<file path="src/rtl/jtbubl_pal_arb.sv">
// Single-port palette RAM sequencer: pixel colour fetch, CPU slot and optional power-on clear.
// Define JTBUBL_PALCLR_EN to build the clear engine that zeroes the palette after every reset.
module jtbubl_pal_arb (
    input  logic        clk,
    input  logic        rst,
    input  logic        pxl_cen,
    input  logic        LHBL,
    input  logic        LVBL,
    input  logic [7:0]  col_addr,
    input  logic        black_n,
    input  logic        cpu_cs,
    input  logic        cpu_rnw,
    input  logic [8:0]  cpu_addr,
    input  logic [7:0]  cpu_dout,
    output logic [7:0]  cpu_din,
    output logic        cpu_ok,
    output logic [8:0]  ram_addr,
    output logic [7:0]  ram_din,
    output logic        ram_we,
    input  logic [7:0]  ram_q,
    output logic [15:0] col_out,
    output logic        col_valid,
    output logic        clr_busy
);

    localparam logic [2:0] ST_CLR  = 3'd0;
    localparam logic [2:0] ST_IDLE = 3'd1;
    localparam logic [2:0] ST_VID0 = 3'd2;
    localparam logic [2:0] ST_VID1 = 3'd3;
    localparam logic [2:0] ST_VID2 = 3'd4;
    localparam logic [2:0] ST_CPU0 = 3'd5;
    localparam logic [2:0] ST_CPU1 = 3'd6;

`ifdef JTBUBL_PALCLR_EN
    localparam logic [2:0] ST_RST = ST_CLR;
    logic [8:0] cnt;
`else
    localparam logic [2:0] ST_RST = ST_IDLE;
`endif

    logic [2:0]  state, state_nx;
    logic [7:0]  idx, pidx, lo, din_q;
    logic [15:0] col_q;
    logic        pend, rnw_q;
    logic        active, trig;
    logic [7:0]  fetch_idx;
    logic [15:0] col_live;

    assign active    = LHBL & LVBL;
    assign trig      = active & (pxl_cen | pend);
    // A fresh pixel strobe always supersedes an older pending index
    assign fetch_idx = pxl_cen ? col_addr : pidx;
    assign col_live  = {ram_q, lo} & {16{black_n}};

    always_comb begin
        state_nx = state;
        case (state)
`ifdef JTBUBL_PALCLR_EN
            ST_CLR:  if (cnt == 9'h1ff) state_nx = ST_IDLE;
`else
            ST_CLR:  state_nx = ST_IDLE;
`endif
            ST_IDLE: begin
                if (trig)        state_nx = ST_VID0;
                else if (cpu_cs) state_nx = ST_CPU0;
            end
            ST_VID0: state_nx = ST_VID1;
            ST_VID1: state_nx = ST_VID2;
            // A CPU that waited behind the fetch gets the very next slot
            ST_VID2: state_nx = (cpu_cs && !pend) ? ST_CPU0 : ST_IDLE;
            ST_CPU0: state_nx = ST_CPU1;
            ST_CPU1: state_nx = ST_IDLE;
            default: state_nx = ST_IDLE;
        endcase
    end

    always_ff @(posedge clk) begin
        if (rst) begin
            state    <= ST_RST;
            pend     <= 1'b0;
            idx      <= 8'd0;
            pidx     <= 8'd0;
            lo       <= 8'd0;
            col_q    <= 16'd0;
            din_q    <= 8'd0;
            rnw_q    <= 1'b0;
            ram_we   <= 1'b0;
            ram_addr <= 9'd0;
            ram_din  <= 8'd0;
`ifdef JTBUBL_PALCLR_EN
            cnt      <= 9'd0;
`endif
        end else begin
            state  <= state_nx;
            ram_we <= 1'b0;
            // RAM port registers are loaded with the address of the state being entered
            case (state_nx)
                ST_VID0: ram_addr <= {fetch_idx, 1'b0};
                ST_VID1: ram_addr <= {idx, 1'b1};
                ST_CPU0: begin
                    ram_addr <= cpu_addr;
                    ram_din  <= cpu_dout;
                    ram_we   <= !cpu_rnw;
                    rnw_q    <= cpu_rnw;
                end
                default: ;
            endcase
`ifdef JTBUBL_PALCLR_EN
            if (state == ST_CLR) begin
                ram_we   <= 1'b1;
                ram_addr <= cnt;
                ram_din  <= 8'd0;
                cnt      <= cnt + 9'd1;
            end
`endif
            if (state != ST_CLR && pxl_cen && !active) col_q <= 16'd0;
            if (state == ST_VID1) lo <= ram_q;
            if (state == ST_VID2) col_q <= col_live;
            if (state == ST_CPU1 && rnw_q) din_q <= ram_q;

            if (state == ST_IDLE) begin
                if (trig) begin
                    pend <= 1'b0;
                    idx  <= fetch_idx;
                end else if (!active) begin
                    pend <= 1'b0;
                end
            end else if (state != ST_CLR && pxl_cen && active) begin
                pend <= 1'b1;
                pidx <= col_addr;
            end
        end
    end

    assign col_valid = (state == ST_VID2);
    assign col_out   = col_valid ? col_live : col_q;
    assign cpu_ok    = (state == ST_CPU1);
    assign cpu_din   = (cpu_ok && rnw_q) ? ram_q : din_q;

`ifdef JTBUBL_PALCLR_EN
    assign clr_busy = (state == ST_CLR);
`else
    assign clr_busy = 1'b0;
`endif

endmodule

</file>
<file path="config.mk">
export PLATFORM = sky130hd
export DESIGN_NAME = jtbubl_pal_arb
export DESIGN_NICKNAME = d
export VERILOG_FILES = /design/src/rtl/jtbubl_pal_arb.sv
export SDC_FILE = /design/constraint.sdc
export NUM_CORES = 1
export LEC_CHECK = 0
export BUFFER_PORTS_ARGS = -buffer_cell sky130_fd_sc_hd__buf_4
export CELL_PAD_IN_SITES_DETAIL_PLACEMENT = 1
export CELL_PAD_IN_SITES_GLOBAL_PLACEMENT = 2
export CORE_UTILIZATION = 28
export DETAILED_ROUTE_END_ITERATION = 6
export GPL_ROUTABILITY_DRIVEN = 0
export HOLD_SLACK_MARGIN = 0.03
export PLACE_DENSITY_LB_ADDON = 0.1
export SYNTH_ARGS = -nofsm -noshare
export SYNTH_HDL_FRONTEND = slang
export SYNTH_SLANG_ARGS = --single-unit
export TNS_END_PERCENT = 1
</file>
<file path="constraint.sdc">
create_clock -name clk -period 1.4 [get_ports clk]
set_input_delay 0.07 -clock clk [delete_from_list [all_inputs] [get_ports clk]]
set_output_delay 0.07 -clock clk [all_outputs]
set_load 0.05 [all_outputs]
</file>
==> results.sh <==
export IMPL_hold_start="cpu_addr[3]"
export IMPL_grtUsageTotal_pct=18.18
export IMPL_critPathMaxStageDelay_ns=0.34
export IMPL_wl_per_cell_um=16.11
export IMPL_clkSinkCount=71
export IMPL_ys_seq_elements=71
export IMPL_timing_rr_end="ram_addr[8]$_SDFFE_PP0P_"
export IMPL_fmax_ghz=0.5638
export IMPL_synthArstFlopShare_pct=0
export IMPL_ys_warnings_count=0
export IMPL_period_needed_ns=1.774
export IMPL_hold_slack_ns=0.1116
export IMPL_first_global_vias=3046
export IMPL_wirelength_um=9814
export IMPL_violations="negative setup slack"
export IMPL_initial_utilization_pct=28.62
export IMPL_die_w_um=107.3
export IMPL_rows=38
export IMPL_ios=86
export IMPL_final_cells=609
export IMPL_crit_top_cell="buf_6"
export IMPL_drt_iter0_markers=110
export IMPL_yosys_most_used_dff="dfxtp_1"
export IMPL_diodes=0
export IMPL_yosys_cell_types_count=38
export IMPL_ant_nets=0
export IMPL_layout_worst_path_cycle_share_pct=126.7
export IMPL_core_area_mm2=0.01084
export IMPL_setup_viol=83
export IMPL_seq_area_frac_synth_pct=45.81
export IMPL_slowest_stage="dfxtp_2"
export IMPL_dieArea_mm2=0.01151
export IMPL_syn_area_per_cell_um2=9.263
export IMPL_grt_max_degree=40
export IMPL_path_cells="buf_6, buf_6, and3b_4, nand2_8, mux2_4, buf_8"
export IMPL_hold_end="ram_addr[3]$_SDFFE_PP0P_"
export IMPL_clock_path_buffers=2
export IMPL_syn_inst=335
export IMPL_ff2ff_setup_slack_ns=-0.25
export IMPL_hold_class="in2reg"
export IMPL_crit_path_end_kind="output pin"
export IMPL_reg2regPathDepth=5
export IMPL_p_leak_nw=2.155
export IMPL_cts_buffers=9
export IMPL_grt_pass1_wl_um=15950
export IMPL_htree_levels=3
export IMPL_numPortBuffers=84
export IMPL_viasPerCell=4.900
export IMPL_setup_slack_ns=-0.3738
export IMPL_grt_antenna_before_repair=0
export IMPL_fin_util_pct=47.02
export IMPL_cp_top_family="flip-flops"
export IMPL_path_class="reg2out"
export IMPL_dpl_cell_count=560
export IMPL_dp_hpwl_um=6413
export IMPL_synth_nets=376
export IMPL_cp_max_fo=8
export IMPL_place_area_mm2=0.004244
export IMPL_cts_reportedPaths_clkPinSlew_ns=0.07
export IMPL_hold_viol=0
export IMPL_ir_drop_uv=564.4
export IMPL_drt_pass1_iterations=4
export IMPL_critPathArrivalTime_ns=1.70
export IMPL_critPathLaunchType="flip-flop"
export IMPL_drive_above_1_share_pct=40.94
export IMPL_syn2layout_area_growth_pct=64.27
export IMPL_fillers=1208
export IMPL_slew_violations=0
export IMPL_worstHoldPathCells=3
export IMPL_stdcell_area_mm2=0.005097
export IMPL_required_ns=1.33
export IMPL_max_cap_violations=0
export IMPL_power_density_mw_per_mm2=1143
export IMPL_drc_errors=0
export IMPL_nNetsFinal=507
export IMPL_clk_latency_ns=0.35
export IMPL_grt_overflow=0
export IMPL_status="finished, violations left"
export IMPL_r2r_start="state[2]$_SDFF_PP0_"
export IMPL_die_h_um=107.3
export IMPL_critPathBufInv=3
export IMPL_cts_root_buf="clkbuf_8"
export IMPL_tritoncts="done"
export IMPL_synth_area_mm2=0.003103
export IMPL_rsz0062_at_grt="true"
export IMPL_num_vias=2984
export IMPL_synth_edf_count=0
export IMPL_fin_skew_ns=0.005397
## per-stage QoR
step / setup WS, ns / total power [W] / setup TNS, ns
floorplan: -0.2338 / 0.003504 / -10.66
global placement: -0.1437 / 0.004087 / -6.209
detailed placement: -0.1972 / 0.004111 / -10.14
CTS: -0.3913 / 0.005830 / -13.84
global route: -0.4545 / 0.006158 / -19.88
finish: -0.3738 / 0.005825 / -13.07
## how the worst max path moves through the flow
stage	startpoint	slack [ns]	endpoint	cells after the start
CTS	state[2]$_SDFF_PP0_	-0.39	cpu_din[0]	6
floorplan	state[0]$_SDFF_PP1_	-0.23	din_q[0]$_SDFF_PP0_	5
finish	state[2]$_SDFF_PP0_	-0.37	cpu_din[0]	6
global route	state[2]$_SDFF_PP0_	-0.45	cpu_din[0]	6
detailed placement	state[0]$_SDFF_PP1_	-0.20	col_out[9]	6
global placement	state[2]$_SDFF_PP0_	-0.14	ram_addr[6]$_SDFFE_PP0P_	6
## flip-flops by register name, summed over array words and instances (netlist names)
signal,flops
ram_din,8
col_q,16
ram_addr,9
state,3
rnw_q,1
din_q,8
pidx,8
lo,8
pend,1
idx,8
ram_we,1
## repair_timing
item,in CTS,in global routing
gates resized for setup,60,22
hold buffers,27,0
cloned,2,0
pin swaps,25,8
endpoints found under the setup margin,93,94
buffers inserted,6,0
hold endpoints to repair,40,0
## worst min-delay path, stage by stage
cell      delay (ns)
buf_4           0.11
a22oi_2         0.16
a221oi_2        0.07
## area by class of cell
class	instances	area, µm²	share of cell area, %
Timing Repair Buffer	150	1490	29.23
Inverter	9	38.79	0.7609
Clock inverter	1	5.005	0.09818
Clock buffer	13	158.9	3.117
Multi-Input combinational cell	225	1802	35.35
Tap cell	140	175.2	3.436
Sequential cell	71	1428	28.01
## kinds of logic after synthesis
logic type	after synthesis	share of synthesized area, %
buffers and inverters	39	6.411
AO/OA/AOI/OAI	98	22.54
other	1	0.1209
multiplexers	32	10.65
AND/OR/NAND/NOR	94	14.48
flip-flops	71	45.81
## power by group
part           leakage (nW)  switching (W)  internal, W  total, W
logic                  1.49        0.00117     0.000898   0.00207
registers             0.577       0.000111      0.00220   0.00231
clock network        0.0854       0.000724     0.000720   0.00144
total                  2.15        0.00201      0.00382   0.00582
## cell usage in the layout (no fill, tap or decap), types with 2 or more instances in the layout
cell type,count
a211oi_1,6
a211oi_2,2
a21oi_1,20
a21oi_2,3
a221oi_1,6
a221oi_2,2
a22o_4,17
a22oi_1,21
a22oi_2,4
buf_12,6
buf_4,80
buf_6,23
buf_8,12
clkbuf_1,2
clkbuf_8,11
dfxtp_1,68
dfxtp_2,2
dlygate4sd3_1,27
inv_1,8
mux2_4,8
mux2i_1,24
nand2_1,27
nand3_1,8
nand3b_1,2
nor2_1,34
nor2b_1,7
nor2b_4,4
nor3_1,2
o21ai_0,7
o21ai_1,3
## Yosys cell counts (9+ instances only)
cell type   n  area [µm²]
clkbuf_1   11       41.29
nor2b_1    11       68.82
a21oi_1    23       115.1
mux2i_1    24       240.2
dfxtp_1    71        1421
a22o_1     17       148.9
buf_2       9       45.04
nor2_1     34       127.6
o21ai_0    10       50.05
a22oi_1    25       187.7
nand2_1    29       108.9
## routing by layer
layer  vias up  track usage [%]  part of all wire (%)
met5         -                0                     0
met4         0            6.262                   1.3
met3        11            4.903                   4.5
met2        61            28.48                    47
met1      1449            24.00                    47
li1       1463                -                     -
Note: power is estimated with default switching activity, not from simulation.
